File: config.mk
export PLATFORM = sky130hd
export DESIGN_NAME = win_check_sequencer
export DESIGN_NICKNAME = d
export VERILOG_FILES = /design/src/rtl/gobang_pkg.sv /design/src/rtl/coord_stepper.sv /design/src/rtl/win_check_sequencer.sv
export SDC_FILE = /design/constraint.sdc
export NUM_CORES = 1
export LEC_CHECK = 0
export CORE_ASPECT_RATIO = 1.5
export CORE_MARGIN = 3
export CORE_UTILIZATION = 42
export CTS_CLUSTER_DIAMETER = 80
export DETAILED_ROUTE_END_ITERATION = 16
export DONT_BUFFER_PORTS = 1
export PLACE_DENSITY_LB_ADDON = 0.08
export SYNTH_ARGS = -nofsm -noshare
export SYNTH_HDL_FRONTEND = slang
export SYNTH_SLANG_ARGS = --single-unit
File: constraint.sdc
create_clock -name clock -period 4.4 [get_ports clock]
set_input_delay 0.88 -clock clock [delete_from_list [all_inputs] [get_ports clock]]
set_output_delay 0.88 -clock clock [all_outputs]
set_load 0.03 [all_outputs]
File: src/rtl/gobang_pkg.sv
`default_nettype none
// ============================================================================
//  Module      : gobang_pkg
//  Description : Shared definitions for the gobang board logic: cell codes,
//                scan-axis codes with their per-axis step table, and the
//                state encoding of the win-check sequencer.
//  Revision    : 1.0 - initial release
// ============================================================================
package gobang_pkg;

    // Cell contents as returned by the board read mux
    localparam logic [1:0] EMPTY   = 2'b00;
    localparam logic [1:0] P1      = 2'b01;
    localparam logic [1:0] P2      = 2'b10;
    localparam logic [1:0] INVALID = 2'b11;

    // Scan axes; the step for each is given by delta_x/delta_y below
    typedef enum logic [1:0] {
        DIR_H  = 2'd0,      // (0,+1)  along y
        DIR_V  = 2'd1,      // (+1,0)  along x
        DIR_D  = 2'd2,      // (+1,+1) diagonal
        DIR_AD = 2'd3       // (+1,-1) anti-diagonal
    } dir_t;

    typedef enum logic [2:0] {
        ST_IDLE  = 3'd0,
        ST_SETUP = 3'd1,
        ST_PROBE = 3'd2,
        ST_NEXT  = 3'd3,
        ST_DONE  = 3'd4
    } wcs_state_t;

    function automatic logic signed [1:0] delta_x(input logic [1:0] dir);
        case (dir)
            2'd0:    delta_x = 2'sd0;
            default: delta_x = 2'sd1;
        endcase
    endfunction

    function automatic logic signed [1:0] delta_y(input logic [1:0] dir);
        case (dir)
            2'd0:    delta_y = 2'sd1;
            2'd1:    delta_y = 2'sd0;
            2'd2:    delta_y = 2'sd1;
            default: delta_y = -2'sd1;
        endcase
    endfunction

endpackage
`default_nettype wire

File: src/rtl/coord_stepper.sv
`default_nettype none
// ============================================================================
//  Module      : coord_stepper
//  Description : Combinational one-cell step on the board along a scan axis.
//                Each coordinate is widened by one bit and stepped as a
//                signed value, so stepping past either edge is flagged as
//                off-board rather than wrapping.
//  Ports       : xy        - current cell, [2B-1:B]=x, [B-1:0]=y
//                dir       - scan axis (see gobang_pkg::dir_t)
//                side      - 0 = step +delta, 1 = step -delta
//                next_xy   - stepped cell (meaningless when off_board)
//                off_board - stepped cell lies outside the board
//  Revision    : 1.0 - initial release
// ============================================================================
module coord_stepper
    import gobang_pkg::*;
#(
    parameter int BOARD_BITS = 4
) (
    input  logic [2*BOARD_BITS-1:0] xy,
    input  logic [1:0]              dir,
    input  logic                    side,
    output logic [2*BOARD_BITS-1:0] next_xy,
    output logic                    off_board
);

    logic signed [1:0]          dx_raw, dy_raw;
    logic signed [BOARD_BITS:0] dx, dy, nx, ny;

    always_comb begin
        dx_raw = delta_x(dir);
        dy_raw = delta_y(dir);
        dx     = {{(BOARD_BITS-1){dx_raw[1]}}, dx_raw};
        dy     = {{(BOARD_BITS-1){dy_raw[1]}}, dy_raw};
        if (side) begin
            dx = -dx;
            dy = -dy;
        end
        nx = $signed({1'b0, xy[2*BOARD_BITS-1:BOARD_BITS]}) + dx;
        ny = $signed({1'b0, xy[BOARD_BITS-1:0]}) + dy;
        // Results span -1..2^B; both extremes set the extra top bit
        off_board = nx[BOARD_BITS] | ny[BOARD_BITS];
        next_xy   = {nx[BOARD_BITS-1:0], ny[BOARD_BITS-1:0]};
    end

endmodule
`default_nettype wire

File: src/rtl/win_check_sequencer.sv
`default_nettype none
// ============================================================================
//  Module      : win_check_sequencer
//  Description : After a stone is placed, walks outward from it along four
//                axes through the board read mux, counting contiguous stones
//                of the same colour, and reports whether WIN_LEN in a row
//                were completed.
//  Ports       : clock, resetn     - clock / async active-low reset
//                start             - request, honoured only when idle
//                move_xy, player   - move to evaluate (latched on start)
//                rd_select/rd_data - board read mux address / cell contents
//                busy, done        - in progress / one-cycle completion pulse
//                win, win_dir      - result, held until the next start
//  Revision    : 1.0 - initial release
// ============================================================================
module win_check_sequencer
    import gobang_pkg::*;
#(
    parameter int WIN_LEN    = 5,
    parameter int BOARD_BITS = 4
) (
    input  logic                    clock,
    input  logic                    resetn,
    input  logic                    start,
    input  logic [2*BOARD_BITS-1:0] move_xy,
    input  logic [1:0]              player,
    output logic [2*BOARD_BITS-1:0] rd_select,
    input  logic [1:0]              rd_data,
    output logic                    busy,
    output logic                    done,
    output logic                    win,
    output logic [1:0]              win_dir
);

    localparam logic [3:0] WIN_CNT = 4'(WIN_LEN);

    wcs_state_t              state, state_nxt;
    logic [2*BOARD_BITS-1:0] origin, origin_nxt;
    logic [2*BOARD_BITS-1:0] rd_select_nxt;
    logic [1:0]              colour, colour_nxt;
    dir_t                    dir, dir_nxt;
    logic                    side, side_nxt;
    logic [3:0]              count, count_nxt, count_inc;
    logic                    busy_nxt, win_nxt;
    logic [1:0]              win_dir_nxt;

    logic [2*BOARD_BITS-1:0] step_base, step_xy;
    logic                    step_off, side_end;

    // SETUP steps from the origin, PROBE steps from the cell just read
    assign step_base = (state == ST_PROBE) ? rd_select : origin;

    coord_stepper #(
        .BOARD_BITS (BOARD_BITS)
    ) u_stepper (
        .xy        (step_base),
        .dir       (dir),
        .side      (side),
        .next_xy   (step_xy),
        .off_board (step_off)
    );

    assign done      = (state == ST_DONE);
    assign count_inc = (count >= WIN_CNT) ? count : count + 4'd1;

    always_ff @(posedge clock or negedge resetn) begin
        if (!resetn) begin
            state     <= ST_IDLE;
            origin    <= '0;
            rd_select <= '0;
            colour    <= EMPTY;
            dir       <= DIR_H;
            side      <= 1'b0;
            count     <= 4'd0;
            busy      <= 1'b0;
            win       <= 1'b0;
            win_dir   <= 2'd0;
        end else begin
            state     <= state_nxt;
            origin    <= origin_nxt;
            rd_select <= rd_select_nxt;
            colour    <= colour_nxt;
            dir       <= dir_nxt;
            side      <= side_nxt;
            count     <= count_nxt;
            busy      <= busy_nxt;
            win       <= win_nxt;
            win_dir   <= win_dir_nxt;
        end
    end

    always_comb begin
        state_nxt     = state;
        origin_nxt    = origin;
        rd_select_nxt = rd_select;
        colour_nxt    = colour;
        dir_nxt       = dir;
        side_nxt      = side;
        count_nxt     = count;
        busy_nxt      = busy;
        win_nxt       = win;
        win_dir_nxt   = win_dir;
        side_end      = 1'b0;

        case (state)
            ST_IDLE: begin
                if (start) begin
                    origin_nxt  = move_xy;
                    colour_nxt  = player;
                    busy_nxt    = 1'b1;
                    dir_nxt     = DIR_H;
                    side_nxt    = 1'b0;
                    count_nxt   = 4'd1;
                    win_nxt     = 1'b0;
                    win_dir_nxt = 2'd0;
                    state_nxt   = (player == P1 || player == P2) ? ST_SETUP : ST_DONE;
                end
            end
            ST_SETUP: begin
                if (step_off) begin
                    side_end = 1'b1;
                end else begin
                    rd_select_nxt = step_xy;
                    state_nxt     = ST_PROBE;
                end
            end
            ST_PROBE: begin
                // colour is always P1/P2 here, so INVALID cells never match
                if (rd_data == colour) begin
                    count_nxt = count_inc;
                    if (count_inc == WIN_CNT) begin
                        win_nxt     = 1'b1;
                        win_dir_nxt = dir;
                        state_nxt   = ST_DONE;
                    end else if (step_off) begin
                        side_end = 1'b1;
                    end else begin
                        rd_select_nxt = step_xy;
                    end
                end else begin
                    side_end = 1'b1;
                end
            end
            ST_NEXT: begin
                if (dir == DIR_AD) begin
                    state_nxt = ST_DONE;
                end else begin
                    dir_nxt   = dir_t'(dir + 2'd1);
                    side_nxt  = 1'b0;
                    count_nxt = 4'd1;
                    state_nxt = ST_SETUP;
                end
            end
            ST_DONE: begin
                busy_nxt  = 1'b0;
                state_nxt = ST_IDLE;
            end
            default: begin
                state_nxt = ST_IDLE;
            end
        endcase

        // Count carries over from the + side to the - side of the same axis
        if (side_end) begin
            if (!side) begin
                side_nxt  = 1'b1;
                state_nxt = ST_SETUP;
            end else begin
                state_nxt = ST_NEXT;
            end
        end
    end

endmodule
`default_nettype wire

Word-level counts from Yosys, hierarchy flattened
Index checks and enable logic that the tools add are counted.
{ "totals": {"reg_bits": 32, "output_inout_bits": 13, "elab_cells": 98, "in_bits": 15} }
{ "classes": {"order_cmp": 1, "addsub": 6, "muxes": 44, "reduce_logical": 16, "eq_ne": 20, "n_bitwise": 1} }
{ "ops": {"columns": ["cell", "count"], "rows": [
  ["two-way mux 8 bit", 4],
  ["two-way mux 3 bit", 7],
  ["two-way mux 4 bit", 4],
  ["one-hot mux 8 bit (2 select lines)", 1],
  ["two-way mux 1 bit", 12],
  ["one-hot mux 2 bit (2 select lines)", 3],
  ["one-hot mux 3 bit (4 select lines)", 1],
  ["one-hot mux 4 bit (3 select lines)", 1],
  ["AND reduction 4 bit", 3],
  ["adder 5 bit", 2],
  ["two-way mux 2 bit", 5],
  ["two-way mux 5 bit", 2],
  ["one-hot mux 1 bit (2 select lines)", 4],
  ["nonzero test 2 bit", 4],
  ["equality test 2 bit, second input constant", 3],
  ["equality test 3 x 2 -> 1 bit, second input constant", 2],
  ["inequality test 2 bit, second input constant", 3],
  ["inequality test 3 x 2 -> 1 bit, second input constant", 2],
  ["inequality test 3 bit, second input constant", 2],
  ["AND reduction 3 bit", 2],
  ["negator 1 -> 5 bit", 1],
  ["negator 2 -> 5 bit", 1],
  ["adder 4 x 1 -> 4 bit, second input constant", 1],
  ["equality test 2 x 1 -> 1 bit, second input constant", 2],
  ["14 further kinds", 16]
]} }

Longest topological paths before layout
Gate-level depths: netlist of run 1.
{ "depth": {"word_depth": 13, "ltp_mapped": 15, "mapped_depth_nobuf": 13} }

Modules after synthesis
From an unflattened synthesis of run 1, not the netlist that was laid out.
{ "unflattened": {"hier_cells": 212, "hier_area_um2": 2124.5} }
{ "modules_own_cells": {"columns": ["module", "cells_per_inst", "seq_area_each_um2", "area_each_um2", "instances"], "rows": [
  ["win_check_sequencer", 158, 800.8, 1700.4, 1],
  ["coord_stepper", 54, 0.0, 424.2, 1]
]} }

Least setup slack after synthesis of run 1
OpenSTA, ideal clock, no wires.
{ "synth_path": {"kind": "register -> register", "start": "register state[2]", "end": "register rd_select[0]", "path_stages_with_launch": 15, "slack_ps": 1318, "arrival_ps": 2957, "synth_period_minus_slack_ps": 3082, "setup_ps": 125, "cell_sequence": "dfrtp_1 buf_6 nor2_2 nand2_2 clkbuf_1 nand2_1 nand2_1 ha_1 fa_1 a21o_1 a21oi_1 xor2_1 nand2_1 a211oi_4 mux2_2"} }
{ "synth_between": {"elab_chain_len": 8, "elab_cells_between_ends": 14, "cone_classes": "2 x add/sub; 4 x eq/ne; 5 x mux; 1 x bitwise; 2 x reduce/logical"} }
{ "synth_lines": {"columns": ["item", "line_no", "text"], "rows": [
  ["from (decl)", "win_check_sequencer.sv:37", "wcs_state_t state, state_nxt;"],
  ["from (signal assigned)", "win_check_sequencer.sv:79", "state <= state_nxt;"],
  ["equality test 3 x 2 -> 1 bit", "win_check_sequencer.sv:51, win_check_sequencer.sv:105", null],
  ["two-way mux 8 bit", "win_check_sequencer.sv:51", "assign step_base = (state == ST_PROBE) ? rd_select : origin;"],
  ["adder 5 bit (on tied branches)", "coord_stepper.sv:39, coord_stepper.sv:40", null],
  ["OR 1 bit", "coord_stepper.sv:42", "off_board = nx[BOARD_BITS] | ny[BOARD_BITS];"],
  ["two-way mux 8 bit", "win_check_sequencer.sv:120, win_check_sequencer.sv:135", null],
  ["two-way mux 8 bit", "win_check_sequencer.sv:131", "if (count_inc == WIN_CNT) begin"],
  ["two-way mux 8 bit", "win_check_sequencer.sv:129", "if (rd_data == colour) begin"],
  ["one-hot mux 8 bit (2 select lines)", "win_check_sequencer.sv:105", "case (state)"],
  ["to (signal assigned)", "win_check_sequencer.sv:81", "rd_select <= rd_select_nxt;"],
  ["to (decl)", "win_check_sequencer.sv:27", "output logic [2*BOARD_BITS-1:0] rd_select,"]
]} }
Several ways; a longest one is shown, not always the timed one. The select of a mux whose other input is x is not followed.
A chain may end at the register's enable or synchronous reset.

Worst setup path in the final report of run 1
{ "layout_path": {"start": "register state[2]", "end": "register rd_select[7]"} }
The elaborated chain is that of the path after synthesis.

==> results of run 1 <==
==> flip-flops by register name, indices dropped and copies added, names as in the netlist <==
register	flops
side	1
win	1
dir	2
win_dir	2
state	3
count	4
colour	2
origin	8
rd_select	8
busy	1
==> power breakdown <==
group	total [W]	leakage [nW]	internal, W	switching (W)
combinational	0.000852	0.518	0.000406	0.000446
clock	0.000302	0.0645	0.000200	0.000102
sequential	0.000615	0.393	0.000416	0.000199
==> cells by family after synthesis <==
kind of cell    after synthesis  synth area share
mux                          18             0.102
fa+ha+maj                    17             0.115
compound gates               36             0.123
xor+xnor                      9            0.0399
flops                        32             0.406
simple gates                 69             0.169
buf+inv                      19            0.0450
==> layer usage <==
metal / global-route usage / vias up
met5: 0 / -
met4: 0.0655 / 0
met3: 0.0401 / 9
met2: 0.275 / 21
met1: 0.182 / 663
li1: - / 685
==> final cells by class <==
class	instances	area [um2]	share of cell area
Sequential cell	32	801	0.375
Tap cell	62	77.6	0.0363
Clock buffer	7	96.3	0.0451
Inverter	13	48.8	0.0228
Clock inverter	1	30.0	0.0141
Multi-Input combinational cell	149	1080	0.507
==> worst max-delay path, cell delays in order, from the launching register on <==
cell      delay (ns)
dfrtp_1         0.47
nor2_2          0.16
and2_1          0.42
nand2_1         0.10
nand2_1         0.07
ha_1            0.17
inv_1           0.06
fa_1            0.39
nand2b_1        0.16
a21oi_1         0.16
xnor2_1         0.14
nand2_1         0.14
a211oi_4        0.50
mux2_2          0.39
==> cells in the final DEF (no fill, tap or decap), types with 3 or more instances in the layout <==
| master | synthesis | layout |
|---|---|---|
| ha_1 | 15 | 15 |
| nand2_1 | 33 | 33 |
| mux2_2 | 17 | 17 |
| a21o_1 | 4 | 4 |
| o21ai_0 | 9 | 9 |
| nor2b_1 | 3 | 3 |
| nor2_1 | 14 | 14 |
| xor2_1 | 4 | 4 |
| dfrtp_1 | 32 | 32 |
| inv_1 | 13 | 13 |
| nand3b_1 | 4 | 4 |
| a21oi_1 | 12 | 12 |
| xnor2_1 | 5 | 5 |
| clkbuf_8 | 0 | 7 |
==> final timing paths <==
kind	from	end	slack [ns]	cells after the start
max in group asynchronous	resetn	count[1]$_DFFE_PN0P_	4.03	0
worst max-delay path	state[2]$_DFFE_PN0P_	rd_select[7]$_DFFE_PN0P_	0.96	13
worst max register to register	state[2]$_DFFE_PN0P_	rd_select[7]$_DFFE_PN0P_	0.96	13
min in group clock	origin[7]$_DFFE_PN0P_	origin[7]$_DFFE_PN0P_	0.51	1
worst min register to register	origin[7]$_DFFE_PN0P_	origin[7]$_DFFE_PN0P_	0.51	1
worst min-delay path	resetn	colour[0]$_DFFE_PN0P_	0.29	0
==> per-stage QoR <==
stage / hold slack [ns] / total power (W) / std cells / area (um2)
after detailed placement: 0.499 / 0.00149 / 256 / 2010
after floorplan: 0.481 / 0.00133 / 200 / 1970
after CTS: 0.274 / 0.00180 / 264 / 2140
after global placement: 0.493 / 0.00146 / 256 / 2010
after global routing: 0.268 / 0.00194 / 264 / 2140
final: 0.287 / 0.00177 / 264 / 2140
==> results.toml, run 1 <==
[floorplan]
die_y_um = 89.9
die_area_um2 = 5570
rows = 29
num_io_pins = 28
die_w_um = 62.0
start_util = 0.449
fp.coreArea_um2 = 4390

[routing]
route.detailed.drc = 0
wl_met1_um = 1460
drt-pass1-iter-count = 4
dr_wl_met2_um = 2210
met3_length_um = 141
highest_layer = "met4"
wl_per_cell_um = 14.7
finalWirelength_um = 3890
vias = 1378
vias_per_cell = 5.22
first_iter_violations = 57
ant_nets = 0

[sta]
max_slew_margin = 0.283
hold_viol_final = 0
timing.final.crit_share = 0.782
rsz0062_at_grt = "false"
finClkSkew_ns = 0.00949
setup_viol = 0
setup_ws_ns = 0.958
period_needed_ns = 3.44
worstMarginPinSlew_ns = 1.07
finalSetupTns_ns = 0
timing.fmax_mhz = 291
maxSlewViolCount = 0

[clock_network]
cts-resized-gates = 0
numCtsBuffers = 5
cts_buffer_depth = 2
clockRootBuffer = "clkbuf_8"
cts_setup_buffers = 0
clk_pin_slew_ns = 0.07
cts.sinks = 32
clk_latency_ns = 0.28
postCtsHoldBufs = 0
cts_tree = "built"
htree_levels = 2

[power_and_ir_drop]
ir_drop_v = 0.000411
leakage_nw = 0.976
power_density_nw_per_um2 = 828

[layout]
layout-drive-gt1-share = 0.158
final_util = 0.487
antenna_cells = 0
area_growth_pct = 8.31
layout.nets = 233
fillers = 439

[logic_synthesis]
netlist_area_um2 = 1970
synth_cells = 200
yosysMostFrequentCell = "nand2_1"
synth_top_cell_area_share = 0.406
yosysTopAreaCell = "dfrtp_1"
synth_warnings = 0
synth_area_leaders = "dfrtp_1 41%, mux2_2 9.7%, ha_1 9.5%"
yosysSeqAreaShare = 0.406
synth_enable_flop_cells = 0
synth-async-reset-ratio = 1.00
synth_fp_nets = 232
avgSynthCellArea_um2 = 9.87
ys_top_cells_by_count = "33 x nand2_1, 32 x dfrtp_1, 17 x mux2_2, 15 x ha_1, 14 x nor2_1"
ys_types = 38
ys_ff_latch = 32
synth_ff_type = "dfrtp_1"

[critical_path]
crit_path_start_kind = "flip-flop"
crit_type = "flip-flop to flip-flop"
worst_setup_path_end_kind = "flip-flop"
critPathMaxFanout = 9
required_ns = 4.56
cp.arrival_ns = 3.60

[grt]
grt_pass1_wl_um = 6820
grt_pass1_vias = 1536
grt_overflow_total = 0
grt_max_degree = 33
track_usage = 0.161
antenna_found_initial = 0

[hold_path]
hold_path.class = "input port to async pin"

[placement]
dp_hpwl_um = 3030
gp_congestion = 0.806
dp_slack_ns = 0.945
io_buffers = 0

[job]
max-cap-violations = 0

[outcome]
status = "finished, final reports clean"
No activity file was read; power rests on OpenSTA's default activity.
==> run 2: changes to the inputs <==
clock period = 3.1 ns   (was 4.4 ns; I/O delays follow)
==> results.toml, run 2 (synthesis results as in run 1) <==
[grt]
track_usage = 0.160
grt_pass1_wl_um = 6740
antenna_found_initial = 0
grt_pass1_vias = 1514
grt_max_degree = 33
grtUsageMet2 = 0.297
grt_overflow_total = 0
grt_use_met1 = 0.165
use_met3 = 0.0372
grt.busiest_layer = "met2"

[critical_path]
crit_type = "flip-flop to flip-flop"
required_ns = 3.26
cp_slowest_stage_delay_ns = 0.42
crit_cells = 13
crit_path_start_kind = "flip-flop"
timing.rr.start = "state[2]$_DFFE_PN0P_"
worst-r2r-cell-count = 13
crit_top_cell = "nand2_1"
worst_setup_path_end_kind = "flip-flop"
worstPathCellList = "nor2_4 > nand2_4 > nand2_1 > nand2_1 > ha_1 > fa_2 > a21o_1 > a21oi_2 > xor2_1 > nand2_2 > a211oi_4 > buf_6 > mux2_2"
cp.arrival_ns = 3.08
critPathSlowestCell = "dfrtp_1"
cp-startpoint = "state[2]$_DFFE_PN0P_"
critPathMaxFanout = 10
crit_buf_inv = 1
crit_family = "compound AO/OA/AOI/OAI gates"

[power_and_ir_drop]
p_int_w = 0.00148
power_density_nw_per_um2 = 1170
leakage_nw = 1.04
switching_power_w = 0.00112
seqPwrFrac = 0.316
ir_drop_v = 0.000642
power_frac_comb = 0.560
p_sw_frac = 0.431
p_clk_frac = 0.124

[sta]
setup_viol = 0
timing.final.crit_share = 0.943
max_slew_margin = 0.596
finalSetupTns_ns = 0
finClkSkew_ns = 0.00688
period_needed_ns = 2.92
rsz0062_at_grt = "false"
hold_viol_final = 0
timing.fmax_mhz = 342
worstMarginPinSlew_ns = 0.597
maxSlewViolCount = 0

[floorplan]
start_util = 0.449
die_y_um = 89.9
die_w_um = 62.0
fp.coreArea_um2 = 4390
rows = 29
die_area_um2 = 5570
num_io_pins = 28

[routing]
first_iter_violations = 40
finalWirelength_um = 4190
drt-pass1-iter-count = 4
wl_per_cell_um = 15.1
route.detailed.drc = 0
vias = 1432
ant_nets = 0
vias_per_cell = 5.15

[clock_network]
cts_tree = "built"
cts_setup_buffers = 0
clk_latency_ns = 0.27
cts_buffer_depth = 2
clockRootBuffer = "clkbuf_8"
clk_pin_slew_ns = 0.07
postCtsHoldBufs = 0
numCtsBuffers = 5
htree_levels = 2
cts.sinks = 32

[placement]
dp_cells = 270
gp_congestion = 0.794
io_buffers = 0
dp_hpwl_um = 3310
place_area_um2 = 2120

[layout]
antenna_cells = 0
area_growth_pct = 13.1
final_cells = 278
layout.nets = 247
layout-drive-gt1-share = 0.222
fin_area_um2 = 2230
layout_common_cells = "32 x nand2_1, 32 x dfrtp_1, 17 x mux2_2, 15 x ha_1, 14 x nor2_1"
top_regs = "origin x8, rd_select x8, count x4"

[job]
max-cap-violations = 0

[hold_path]
hold_path.class = "input port to async pin"

[outcome]
status = "finished, final reports clean"
## run 2: timing repair
| action | 4_1_cts | 5_1_grt |
|---|---|---|
| pin swaps | 1 | 0 |
| resized for setup | 1 | 7 |
| setup endpoints to repair | 4 | 7 |
| gates cloned | 0 | 0 |
## run 2: cell type report
cell class                 count  area (um2)
sequential                    32         801
tap                           62        77.6
inverter                      13        48.8
multi-input combinational    149        1100
clock buffer                   8        90.1
fill                         421        2160
timing repair buffer          14         109
## run 2: power groups by stage
| stage | clock, W | sequential, W | combinational, W |
|---|---|---|---|
| global placement | 0 | 0.000821 | 0.00139 |
| finish | 0.000322 | 0.000822 | 0.00146 |
| CTS | 0.000339 | 0.000822 | 0.00144 |
| detailed placement | 0 | 0.000828 | 0.00143 |
| global route | 0.000353 | 0.000846 | 0.00165 |
| floorplan | 0 | 0.000813 | 0.00108 |
## run 2: per-layer routing
metal  up-vias  wire length [um]
met5         -                 0
met4         0                42
met3         4               143
met2        22              2450
met1       696              1540
li1        710                 -
## run 2: path summary, 6_finish.rpt
| check | endpoint | slack (ns) |
|---|---|---|
| min | colour[0]$_DFFE_PN0P_ | 0.03 |
| min in group clock | colour[1]$_DFFE_PN0P_ | 0.49 |
| max reg2reg | rd_select[6]$_DFFE_PN0P_ | 0.18 |
| min reg2reg | origin[2]$_DFFE_PN0P_ | 0.51 |
| max | rd_select[6]$_DFFE_PN0P_ | 0.18 |
| max in group asynchronous | win_dir[1]$_DFFE_PN0P_ | 2.98 |
## run 2: stage by stage
stage | util | power (W) | worst slack [ns] | hold WS, ns
global route | 0.508 | 0.00285 | 0.00251 | 0.0171
CTS | 0.504 | 0.00260 | 0.0248 | 0.0233
detailed placement | 0.482 | 0.00225 | 0.0105 | 0.325
finish | 0.508 | 0.00260 | 0.177 | 0.0322
floorplan | - | 0.00189 | 0.0180 | 0.324
global placement | 0.482 | 0.00221 | 0.0366 | 0.325
==> patch (flow settings as in run 2) <==
Encoding of `wcs_state_t`: now one-hot (5 bits for 5 states).
--- a/src/rtl/gobang_pkg.sv
+++ b/src/rtl/gobang_pkg.sv
@@ -23,10 +23,10 @@
     } dir_t;
 
-    typedef enum logic [2:0] {
-        ST_IDLE  = 3'd0,
-        ST_SETUP = 3'd1,
-        ST_PROBE = 3'd2,
-        ST_NEXT  = 3'd3,
-        ST_DONE  = 3'd4
+    typedef enum logic [4:0] {
+        ST_IDLE  = 5'b00001,
+        ST_SETUP = 5'b00010,
+        ST_PROBE = 5'b00100,
+        ST_NEXT  = 5'b01000,
+        ST_DONE  = 5'b10000
     } wcs_state_t;
 
Formal check against the unedited RTL: same outputs for any inputs over 4 cycles, from zero or initial values and one cycle with resetn low; so few cycles prove little.
==> patch against run 2 <==
  * Sequential cell count is 2 higher
  * Synthesized cell count is 6.5% lower
  * Worst setup slack worse by 0.15 ns
  * Total power is 13% lower
  * Utilization is 2.9 points higher
  * Cell area is 12% higher
  * Wire length is 9.2% higher
  * Clock skew is 0.0051 ns lower
  * Sequential power is 2% lower
  * Area after synthesis is 5.3% higher
  * Final cell count stayed put
  * Critical path type unchanged
  * Largest power group unchanged
==> patch: results (changes against run 2) <==
run status -> finished, final reports clean (unchanged)
Synth Flop Type -> dfrtp_1 (unchanged)
Leak -> 1.17 nW (was 1.04 nW)
first-pass GRT wire length -> 7640 microns (was 6740 microns)
synth cell count leaders -> dfrtp_1, mux2_2, ha_1 (was nand2_1, dfrtp_1, mux2_2, ha_1, nor2_1)
GPL Wtd Cong -> 0.715 (was 0.794)
area of the multi-input gates -> 1240 sq um (was 1100 sq um)
Buffers, non-clock -> 24 (was 14)
WHS -> 0.0217 ns (was 0.0322 ns)
Netlist cell types -> 39 (was 38)
reg2reg end -> rd_select[1] (was rd_select[6])
met2 wire length -> 2670 microns (was 2450 microns)
Post-CTS Setup Bufs -> 7 (was 0)
WL/cell -> 16.4 microns (was 15.1 microns)
Placed Instances -> 261 (was 270)
pin count of the biggest net entering global routing -> 35 (was 33)
min Tclk post-route -> 3.07 ns (was 2.92 ns)
GRT met2 Usage -> 34.3% (was 29.7%)
maximum fanout along the worst path -> 5 (was 10)
Overall Global Routing Usage -> 17.1% (was 16.0%)
placed wire-length estimate -> 3340 microns (was 3310 microns)
die area -> 5850 sq um (was 5570 sq um)
met3 Use GR -> 3.92% (was 3.72%)
Syn Inst Count -> 187 (was 200)
inverters -> 11 (was 13)
non-clk buf share -> 7.66% (was 4.88%)
Mapped Nets -> 219 (was 232)
vias per cell -> 5.30 (was 5.15)
sequential share of the synthesized area -> 41.0% (was 40.6%)
Placed Area -> 2250 sq um (was 2120 sq um)
fill count -> 454 (was 421)
post-route cell area -> 2500 sq um (was 2230 sq um)
Via Count -> 1,474 (was 1,432)
sequential cell area share -> 34.1% (was 35.9%)
FFs & Latches -> 34 (was 32)
DRT iter0 DRCs -> 46 (was 40)
worst vdd ir -> 0.534 mV (was 0.642 mV)
clk_buf instances -> 7 (was 8)
clock network area share -> 3.65% (was 4.04%)
CP Launch Point -> state[4] (was state[2])
post_cts resized -> 17 (was 1)
largest registers -> origin: 8 flops, rd_select: 8 flops, state: 5 flops (was origin: 8 flops, rd_select: 8 flops, count: 4 flops)
vias in the first global route -> 1,608 (was 1,514)
share of cells above drive strength 1 -> 35.0% (was 22.2%)
crit path kind -> flop to flop (unchanged)
metal1 wirelength -> 1650 microns (was 1540 microns)
## patch: logic make-up after synthesis
logic type	Yosys count	synth area share (%)
DFF	34	41.0
xor gates and xnor gates	10	4.21
and+or+nand+nor	43	11.4
buffers and inverters	16	3.25
AOI/OAI and AO/OA	38	12.3
adders and majority gates	17	11.0
muxes	29	16.8
## patch: worst max-delay path: stages (launching register included)
cell and delay, ns:
dfrtp_1 0.39, nor4_2 0.24, nand2_1 0.14, buf_6 0.14, mux2_4 0.30, ha_4 0.16
fa_2 0.33, a21o_1 0.17, a21oi_2 0.13, xor2_1 0.16, nand2_1 0.10, nor3b_2 0.22
buf_6 0.18, mux2_4 0.30
## patch: power breakdown
group          switching [mW]  total [mW]  leakage [nW]  internal, mW
Clock                   0.163       0.342        0.0482         0.179
Sequential              0.201       0.805         0.422         0.604
Combinational           0.500        1.11         0.698         0.609
